[src/rtl/hazard_unit_mc.sv]
// Hazard unit for the 5-stage RV32I pipeline: priority stall/flush decode,
// multi-cycle load-use and MUL/DIV wait states, EX forwarding and perf counters.
module hazard_unit_mc #(
    parameter int unsigned LOAD_USE_LAT = 1,
    parameter int unsigned MDU_LAT      = 4,
    parameter int unsigned CNT_W        = 32,
    parameter int unsigned CTR_W        = 4
) (
    input  logic             clk,
    input  logic             rst_n,
    input  logic             ICacheMiss,
    input  logic             DCacheMiss,
    input  logic             BranchE,
    input  logic             PredictedE,
    input  logic             JalrE,
    input  logic             JalD,
    input  logic             MulDivE,
    input  logic [4:0]       Rs1D,
    input  logic [4:0]       Rs2D,
    input  logic [4:0]       Rs1E,
    input  logic [4:0]       Rs2E,
    input  logic [4:0]       RdE,
    input  logic [4:0]       RdM,
    input  logic [4:0]       RdW,
    input  logic [1:0]       RegReadE,
    input  logic             MemToRegE,
    input  logic             RegWriteM,
    input  logic             RegWriteW,
    output logic             StallF,
    output logic             FlushF,
    output logic             StallD,
    output logic             FlushD,
    output logic             StallE,
    output logic             FlushE,
    output logic             StallM,
    output logic             FlushM,
    output logic             StallW,
    output logic             FlushW,
    output logic [1:0]       Forward1E,
    output logic [1:0]       Forward2E,
    output logic             Busy,
    output logic [CNT_W-1:0] StallCnt,
    output logic [CNT_W-1:0] RedirCnt
);

    localparam logic [CTR_W-1:0] LD_INIT  = CTR_W'(LOAD_USE_LAT - 1);
    localparam logic [CTR_W-1:0] MDU_INIT = CTR_W'(MDU_LAT - 1);
    localparam logic [CNT_W-1:0] CNT_MAX  = {CNT_W{1'b1}};

    typedef enum logic [1:0] {
        RUN     = 2'd0,
        LDWAIT  = 2'd1,
        MDUWAIT = 2'd2
    } state_e;

    state_e           state_q, state_d;
    logic [CTR_W-1:0] cnt_q, cnt_d;
    logic [CNT_W-1:0] stall_cnt_q, stall_cnt_d;
    logic [CNT_W-1:0] redir_cnt_q, redir_cnt_d;

    // Bit order {F, D, E, M, W}
    logic [4:0] stall_v, flush_v;
    logic       miss, redirect, load_use, redir_fire;

    assign miss     = ICacheMiss | DCacheMiss;
    assign redirect = (BranchE ^ PredictedE) | JalrE;
    assign load_use = MemToRegE & (RdE != 5'd0) & ((RdE == Rs1D) | (RdE == Rs2D));

    // Priority decode of stall/flush and next wait state
    always_comb begin
        state_d    = state_q;
        cnt_d      = cnt_q;
        stall_v    = 5'b00000;
        flush_v    = 5'b00000;
        redir_fire = 1'b0;
        if (!rst_n) begin
            flush_v = 5'b11111;
        end else if (miss) begin
            stall_v = 5'b11111;
        end else if (state_q == LDWAIT) begin
            stall_v = 5'b11000;
            flush_v = 5'b00100;
            if (cnt_q <= CTR_W'(1)) begin
                state_d = RUN;
                cnt_d   = '0;
            end else begin
                cnt_d = cnt_q - CTR_W'(1);
            end
        end else if (state_q == MDUWAIT) begin
            stall_v = 5'b11100;
            flush_v = 5'b00010;
            if (cnt_q <= CTR_W'(1)) begin
                state_d = RUN;
                cnt_d   = '0;
            end else begin
                cnt_d = cnt_q - CTR_W'(1);
            end
        end else if (redirect) begin
            flush_v    = 5'b01100;
            redir_fire = 1'b1;
        end else if (MulDivE && (MDU_LAT > 1)) begin
            stall_v = 5'b11100;
            flush_v = 5'b00010;
            state_d = MDUWAIT;
            cnt_d   = MDU_INIT;
        end else if (load_use) begin
            stall_v = 5'b11000;
            flush_v = 5'b00100;
            if (LOAD_USE_LAT > 1) begin
                state_d = LDWAIT;
                cnt_d   = LD_INIT;
            end
        end else if (JalD) begin
            flush_v = 5'b01000;
        end
    end

    // Saturating performance counters
    always_comb begin
        stall_cnt_d = stall_cnt_q;
        redir_cnt_d = redir_cnt_q;
        if (stall_v[4] && (stall_cnt_q != CNT_MAX)) begin
            stall_cnt_d = stall_cnt_q + CNT_W'(1);
        end
        if (redir_fire && (redir_cnt_q != CNT_MAX)) begin
            redir_cnt_d = redir_cnt_q + CNT_W'(1);
        end
    end

    always_ff @(posedge clk or negedge rst_n) begin
        if (!rst_n) begin
            state_q     <= RUN;
            cnt_q       <= '0;
            stall_cnt_q <= '0;
            redir_cnt_q <= '0;
        end else begin
            state_q     <= state_d;
            cnt_q       <= cnt_d;
            stall_cnt_q <= stall_cnt_d;
            redir_cnt_q <= redir_cnt_d;
        end
    end

    function automatic logic [1:0] fwd_sel(input logic [4:0] rs, input logic used);
        if (used && RegWriteM && (RdM == rs) && (RdM != 5'd0)) begin
            return 2'b10;
        end
        if (used && RegWriteW && (RdW == rs) && (RdW != 5'd0)) begin
            return 2'b01;
        end
        return 2'b00;
    endfunction

    assign Forward1E = rst_n ? fwd_sel(Rs1E, RegReadE[1]) : 2'b00;
    assign Forward2E = rst_n ? fwd_sel(Rs2E, RegReadE[0]) : 2'b00;

    assign {StallF, StallD, StallE, StallM, StallW} = stall_v;
    assign {FlushF, FlushD, FlushE, FlushM, FlushW} = flush_v;
    assign Busy     = (state_q != RUN);
    assign StallCnt = stall_cnt_q;
    assign RedirCnt = redir_cnt_q;

endmodule
[config.mk]
export PLATFORM = sky130hd
export DESIGN_NAME = hazard_unit_mc
export DESIGN_NICKNAME = d
export VERILOG_FILES = /design/src/rtl/hazard_unit_mc.sv
export SDC_FILE = /design/constraint.sdc
export NUM_CORES = 1
export LEC_CHECK = 0
export ABC_CLOCK_PERIOD_IN_PS = 2450
export CORE_ASPECT_RATIO = 0.75
export CORE_MARGIN = 2
export CORE_UTILIZATION = 30
export CTS_BUF_LIST = sky130_fd_sc_hd__clkbuf_4 sky130_fd_sc_hd__clkbuf_8
export CTS_CLUSTER_SIZE = 8
export DETAILED_ROUTE_END_ITERATION = 10
export MAX_ROUTING_LAYER = met4
export PLACE_DENSITY = 0.63
export SYNTH_ARGS = -nofsm -noshare
export SYNTH_HDL_FRONTEND = slang
export SYNTH_SLANG_ARGS = --single-unit
[constraint.sdc]
create_clock -name clk -period 2.45 [get_ports clk]
set_clock_uncertainty 0.2 [all_clocks]
set_input_delay 0.6125 -clock clk [delete_from_list [all_inputs] [get_ports clk]]
set_output_delay 0.6125 -clock clk [all_outputs]
set_load 0.1 [all_outputs]
==> impl_metrics.csv, run 1 <==
group,metric,value,unit
logic_synthesis,synth_common_cells,"dfrtp_1, xnor2_1, xor2_1, nand2_1, nand3_1",
logic_synthesis,yosysMostFrequentCell,"dfrtp_1",
timing,rsz0062_at_grt,"yes",
floorplanning,start_util,30.90,%
clocking,clockBufferDepth,2,
placed_design,io_buffers,127,
cells_and_area,drive_gt1_share,47.13,%
logic_synthesis,yosysTopAreaCell,"dfrtp_1",
grt,grt_max_degree,70,
grt,grt_pass1_wl,16.64,mm
grt,grt_pass1_vias,3461,
clocking,path_clk_slew,0.07,ns
grt,busiest_layer,"met2",
critical_path,cp.arrival,1.94,ns
critical_path,timing.rr.start,"RedirCnt[6]$_DFFE_PN0P_",
cells_and_area,area_growth,63.01,%
drt,routed_wl,10.29,mm
floorplanning,die_y,101.5,um
cells_and_area,fillCellCount,1135,
placed_design,hpwlAfterDp,7.765,mm
clocking,cts_tree,"built",
critical_path,crit_type,"input pin to primary output",
drt,drcViolationCount,0,
timing,timing_hold_violations_final,0,
logic_synthesis,synth_flop_cell,"dfrtp_1",
critical_path,reg2reg_slack,0.09,ns
floorplanning,rows,35,
grt,grt_use_met2,24.46,%
timing,maxSlewViolCount,0,
critical_path,worstPathRequired,1.64,ns
placed_design,place_area,0.005843,mm2
drt,vias,3518,
grt,antenna_found_initial,0,
critical_path,cp-end-kind,"primary output",
logic_synthesis,synthesis.area,0.003802,mm2
min_path,hold_path.class,"input pin to asynchronous set/reset pin",
critical_path,path_max_fanout,3,
floorplanning,die_area,0.01360,mm2
logic_synthesis,synth_edf_count,0,
floorplanning,io_pins,128,
logic_synthesis,ys_types,40,
timing,setup_viol,10,
run_status,status,"complete, but fails checks",
drt,wl_per_cell,13.88,um
grt,grt-ovfl-total,0,
drt,ant_nets,0,
logic_synthesis,ys_seq_area_share,46.07,%
critical_path,slowest_delay,0.53,ns
critical_path,cp-start-kind,"input pin",
timing,setup_ws,-0.3007,ns
drt,dr.pass1.iters,4,
timing,finalCritPeriodShare,112.3,%
logic_synthesis,async_reset_ff_share,100.0,%
placed_design,gp_congestion,0.8533,
placed_design,place_ws,-0.7784,ns
critical_path,path_cells,"buf_8 > or4_4 > o21ai_2 > buf_6 > buf_6 > o21ai_2 > nor2b_4 > buf_12",
logic_synthesis,synth-seq-cells,70,
run_status,violations,"negative setup slack",
timing,fmax,363.5,MHz
logic_synthesis,syn-num-nets,430,
critical_path,r2r-end,"RedirCnt[25]$_DFFE_PN0P_",
clocking,htreeDepth,3,
clocking,cts_buffers,9,
power,ir_worst_vdd,0.7918,mV
clocking,cts_sinks,70,
critical_path,crit_start,"RdE[2]",
logic_synthesis,netlist.area_leader.share,46.07,%
critical_path,crit_path_end,"FlushE",
grt,met1_usage,20.54,%
cells_and_area,antenna_cells,0,
grt,grtUsageMet3,4.104,%
logic_synthesis,yosysWarnings,0,
logic_synthesis,syn_area_per_cell,10.09,um2
power,p_leak,2.808,nW
timing,max-slew-margin-rel,40.27,%
cells_and_area,design_area,0.006198,mm2
cells_and_area,layout.nets,623,
floorplanning,die_x,134,um
timing,layout_min_cycle_time,2.751,ns
drt,via_per_inst,4.748,
grt,track_usage,15.62,%
logic_synthesis,syn_inst,377,
run,maxCapViolCount,0,
critical_path,reg2reg_depth,8,
power,power_density,675.0,mW/mm2
floorplanning,coreArea,0.01231,mm2
timing,worst_slew_pin_slew,0.8959,ns
logic_synthesis,synthTopCellsByArea,"dfrtp_1, xnor2_1, xor2_1",
drt,drt_iter0_drc,127,
clocking,clk_root_buffer_cell,"clkbuf_8",
clocking,insertion_delay,0.34,ns
critical_path,critPathSlowestCell,"or4_4",
[cell usage in the layout (no fill, tap or decap), types with 7 or more instances in the layout]
master / netlist / final
nand2_1: 33 / 31
o21ai_0: 12 / 7
xnor2_1: 56 / 56
nand3_1: 30 / 27
nor3_1: 16 / 7
buf_12: 0 / 17
dfrtp_2: 0 / 23
buf_6: 5 / 12
dfrtp_1: 70 / 41
buf_4: 3 / 118
nor2_1: 22 / 16
clkbuf_8: 0 / 11
buf_2: 0 / 19
inv_1: 8 / 7
xor2_1: 37 / 36
nand4_1: 21 / 21
and3_1: 13 / 13
[metrics by stage]
step                      hold slack [ns]  TNS, ns  util [%]  instances  total power (W)
after CTS                        0.003195   -2.850     49.67        738         0.004198
final                             0.02993   -2.370     50.37        741         0.004184
after detailed placement           0.2673   -39.45     47.48        717         0.003186
after global routing             0.002027   -2.949     50.37        741         0.004380
after floorplan                    0.1169   -26.79         -        377         0.002566
after global placement             0.2655   -38.47     47.48        717         0.003158
[where the power goes]
| group | switching (W) | internal (W) | total (W) |
|---|---|---|---|
| combinational | 0.00124 | 0.000579 | 0.00182 |
| sequential | 0.000127 | 0.00127 | 0.00140 |
| clock | 0.000424 | 0.000548 | 0.000972 |
| total | 0.00179 | 0.00240 | 0.00418 |
[sequential cells by signal (all words and copies together) (netlist names)]
signal and flops:
RedirCnt 32, StallCnt 32, cnt_q 4, state_q 2
[per-layer routing]
layer / vias up / wire length (um)
li1: 1706 / -
met1: 1685 / 4861
met2: 118 / 4701
met3: 9 / 652
met4: 0 / 71
met5: - / 0
[kinds of logic (layout without fill, tap and decap cells)]
| group | after synthesis | in the layout | share of synthesized area (%) |
|---|---|---|---|
| AO/OA/AOI/OAI | 31 | 31 | 5.265 |
| AND/OR/NAND/NOR | 162 | 162 | 22.77 |
| flip-flops | 70 | 70 | 46.07 |
| XOR/XNOR | 93 | 93 | 21.42 |
| multiplexers | 1 | 1 | 0.2961 |
| adder cells (fa/ha/maj) | 4 | 4 | 1.316 |
| buffers and inverters | 16 | 214 | 2.863 |
[worst min path at each step]
stage                                         from                        to  depth (start not counted)
final                                        rst_n    state_q[0]$_DFFE_PN0P_                          2
after CTS                                    rst_n    state_q[0]$_DFFE_PN0P_                          2
after detailed placement  RedirCnt[17]$_DFFE_PN0P_  RedirCnt[17]$_DFFE_PN0P_                          1
after floorplan                              rst_n   RedirCnt[0]$_DFFE_PN0P_                          0
after global routing                         rst_n    state_q[0]$_DFFE_PN0P_                          2
after global placement    RedirCnt[17]$_DFFE_PN0P_  RedirCnt[17]$_DFFE_PN0P_                          1
[worst max-delay path, delay by kind of cell]
kind | cells | cell delay, ns
buf+inv | 4 | 0.47
compound gates | 2 | 0.19
simple gates | 2 | 0.67
[what timing repair did]
item | 4_1_cts | 5_1_grt
cloned | 0 | 1
setup buffers | 7 | 3
setup endpoints to repair | 67 | 28
hold buffers | 0 | 0
resized for setup | 170 | 25
pin swaps | 39 | 19
[final cells by class]
cell class	count	area (um2)	share of cell area, %
multi-input cells	291	2242	36.17
flip-flops and latches	70	1803	29.09
repair buffers	190	1703	27.47
well taps	166	207.7	3.351
clock buffers	13	166.4	2.685
clock inverters	3	42.54	0.6863
inverters	8	33.78	0.5450
Power figures use the tool's default switching activity.
==> inputs of run 2 (changes only) <==
--- a/config.mk
+++ b/config.mk
@@ -5,6 +5,7 @@
 export SDC_FILE = /design/constraint.sdc
 export NUM_CORES = 1
 export LEC_CHECK = 0
+export ABC_AREA = 1
 export ABC_CLOCK_PERIOD_IN_PS = 2450
 export CORE_ASPECT_RATIO = 0.75
 export CORE_MARGIN = 2
@@ -13,7 +14,7 @@
 export CTS_CLUSTER_SIZE = 8
 export DETAILED_ROUTE_END_ITERATION = 10
 export MAX_ROUTING_LAYER = met4
-export PLACE_DENSITY = 0.63
+export PLACE_DENSITY = 0.6
 export SYNTH_ARGS = -nofsm -noshare
 export SYNTH_HDL_FRONTEND = slang
 export SYNTH_SLANG_ARGS = --single-unit
==> impl_metrics.csv, run 2 <==
group,metric,value,unit
run_status,status,"complete, but fails checks",
run_status,violations,"negative setup slack",
logic_synthesis,ys_seq_area_share,36.06,%
logic_synthesis,synth_flop_cell,"dfrtp_1",
critical_path,path_max_fanout,3,
logic_synthesis,netlist.area_leader.share,36.06,%
grt,grt_pass1_wl,24.78,mm
floorplanning,coreArea,0.01592,mm2
timing,maxSlewViolCount,0,
clocking,cts_buffers,9,
logic_synthesis,syn_inst,693,
logic_synthesis,async_reset_ff_share,100.0,%
timing,finalCritPeriodShare,106.2,%
drt,ant_nets,0,
grt,track_usage,18.64,%
clocking,clockBufferDepth,2,
clocking,cts_tree,"built",
logic_synthesis,yosysTopAreaCell,"dfrtp_1",
power,p_leak,3.582,nW
logic_synthesis,syn-num-nets,746,
logic_synthesis,ys_types,35,
drt,vias,5158,
cells_and_area,drive_gt1_share,35.20,%
logic_synthesis,synth-seq-cells,70,
drt,drcViolationCount,0,
logic_synthesis,yosysMostFrequentCell,"nand2_1",
cells_and_area,fillCellCount,1597,
placed_design,gp_congestion,0.9122,
run,maxCapViolCount,0,
floorplanning,die_y,114.2,um
critical_path,cp-start-kind,"input pin",
cells_and_area,layout.nets,923,
logic_synthesis,synthesis.area,0.004857,mm2
timing,final.setup.tns,-0.8087,ns
critical_path,reg2reg_depth,8,
critical_path,cp.arrival,1.79,ns
placed_design,place_ws,-0.6732,ns
floorplanning,io_pins,128,
power,ir_worst_vdd,0.4284,mV
drt,dr.pass1.iters,5,
clocking,clk_root_buffer_cell,"clkbuf_8",
floorplanning,start_util,30.52,%
critical_path,crit_type,"input pin to primary output",
critical_path,cp-end-kind,"primary output",
logic_synthesis,synth_common_cells,"nand2_1, inv_1, dfrtp_1, nor2_1, nand4_1",
floorplanning,die_x,150.9,um
placed_design,hpwlAfterDp,11.58,mm
drt,routed_wl,15.27,mm
power,power_density,490.6,mW/mm2
logic_synthesis,yosysWarnings,0,
min_path,hold_path.class,"flip-flop to flip-flop",
cells_and_area,area_growth,57.06,%
clocking,cts_sinks,70,
critical_path,worstPathRequired,1.64,ns
timing,layout_min_cycle_time,2.603,ns
cells_and_area,layout_commonest_cell,"nand2_1",
timing,rsz0062_at_grt,"yes",
clocking,holdBufCountCts,0,
timing,timing_hold_violations_final,0,
clocking,path_clk_slew,0.09,ns
min_path,hold_depth,1,
timing,setup_viol,8,
timing,setup_ws,-0.1529,ns
clocking,htreeDepth,3,
cells_and_area,layout_common_cells,"nand2_1, buf_4, nor2_1",
cells_and_area,antenna_cells,0,
logic_synthesis,synth_edf_count,0,
timing,holdWs,0.3002,ns
grt,grt-ovfl-total,0,
grt,antenna_found_initial,0,
floorplanning,rows,40,
timing,max-slew-margin-rel,47.55,%
grt,grt_max_degree,71,
drt,via_per_inst,4.754,
logic_synthesis,synthTopCellsByArea,"dfrtp_1, nand2_1, nand4_1",
floorplanning,die_area,0.01723,mm2
clocking,insertion_delay,0.37,ns
timing,fmax,384.2,MHz
grt,grt_pass1_vias,4840,
logic_synthesis,syn_area_per_cell,7.009,um2
placed_design,dp_cells,1061,
timing,worst_slew_pin_slew,0.7867,ns
placed_design,io_buffers,127,
cells_and_area,final_cells,1085,
drt,wl_per_cell,14.08,um
drt,drt_iter0_drc,269,
## run 2: layer usage
layer	part of all wire (%)	global-route usage [%]	up-vias
li1	-	-	2615
met1	52	27.26	2399
met2	43	26.70	124
met3	4.3	3.386	20
met4	1.2	4.237	0
met5	0	-	-
## run 2: where the power goes
group	internal [W]	switching, W
sequential	0.00125	0.000104
clock	0.000586	0.000507
combinational	0.000416	0.000882
## run 2: critical path, stage by stage
cell,delay (ns)
buf_8,0.09
clkinv_8,0.03
or2_0,0.18
nand3b_1,0.19
nor2_4,0.06
a21oi_4,0.17
a21oi_4,0.09
a31oi_4,0.17
buf_12,0.19
## run 2: stage by stage
| stage | instance area [um2] | power, W | utilization (%) |
|---|---|---|---|
| floorplan | 5094 | 0.002195 | - |
| global placement | 7063 | 0.002592 | 44.38 |
| detailed placement | 7063 | 0.002596 | 44.38 |
| CTS | 7438 | 0.003742 | 46.74 |
| global route | 7629 | 0.003922 | 47.93 |
| finish | 7629 | 0.003742 | 47.93 |
## run 2: cell type report
| type | instances | area (um2) | area share, % |
|---|---|---|---|
| clock buffers | 9 | 123.9 | 1.624 |
| clock inverters | 7 | 102.6 | 1.345 |
| inverters | 73 | 312.8 | 4.100 |
| multi-input cells | 531 | 3148 | 41.27 |
| flip-flops and latches | 70 | 1779 | 23.32 |
| well taps | 210 | 262.8 | 3.444 |
| repair buffers | 185 | 1899 | 24.90 |
## run 2: final timing paths
path | from | endpoint | slack, ns
min | RedirCnt[18]$_DFFE_PN0P_ | RedirCnt[18]$_DFFE_PN0P_ | 0.30
max reg2reg | StallCnt[1]$_DFFE_PN0P_ | StallCnt[24]$_DFFE_PN0P_ | 0.19
min reg2reg | RedirCnt[18]$_DFFE_PN0P_ | RedirCnt[18]$_DFFE_PN0P_ | 0.30
max | BranchE | FlushE | -0.15
max in group asynchronous | rst_n | StallCnt[11]$_DFFE_PN0P_ | 1.16
min in group asynchronous | rst_n | RedirCnt[20]$_DFFE_PN0P_ | 0.31
## run 2: timing repair
action                     in CTS  in global routing
resized for setup             240                 52
setup endpoints to repair      74                 42
pin swaps                      66                 32
setup buffers                   9                  2
## run 2: cell families after synthesis
family,synth area share [%]
fa+ha+maj,1.030
simple gates,39.52
compound gates,4.122
buf+inv,7.728
flops,36.06
xor+xnor,11.54
==> inputs of run 3 (changes only) <==
--- a/config.mk
+++ b/config.mk
@@ -11,6 +11,7 @@
 export CORE_MARGIN = 2
 export CORE_UTILIZATION = 30
 export CTS_BUF_LIST = sky130_fd_sc_hd__clkbuf_4 sky130_fd_sc_hd__clkbuf_8
+export CTS_CLUSTER_DIAMETER = 200
 export CTS_CLUSTER_SIZE = 8
 export DETAILED_ROUTE_END_ITERATION = 10
 export MAX_ROUTING_LAYER = met4
==> results of run 3 <==
Final layout, timing and power as in run 2 (identical DEF).
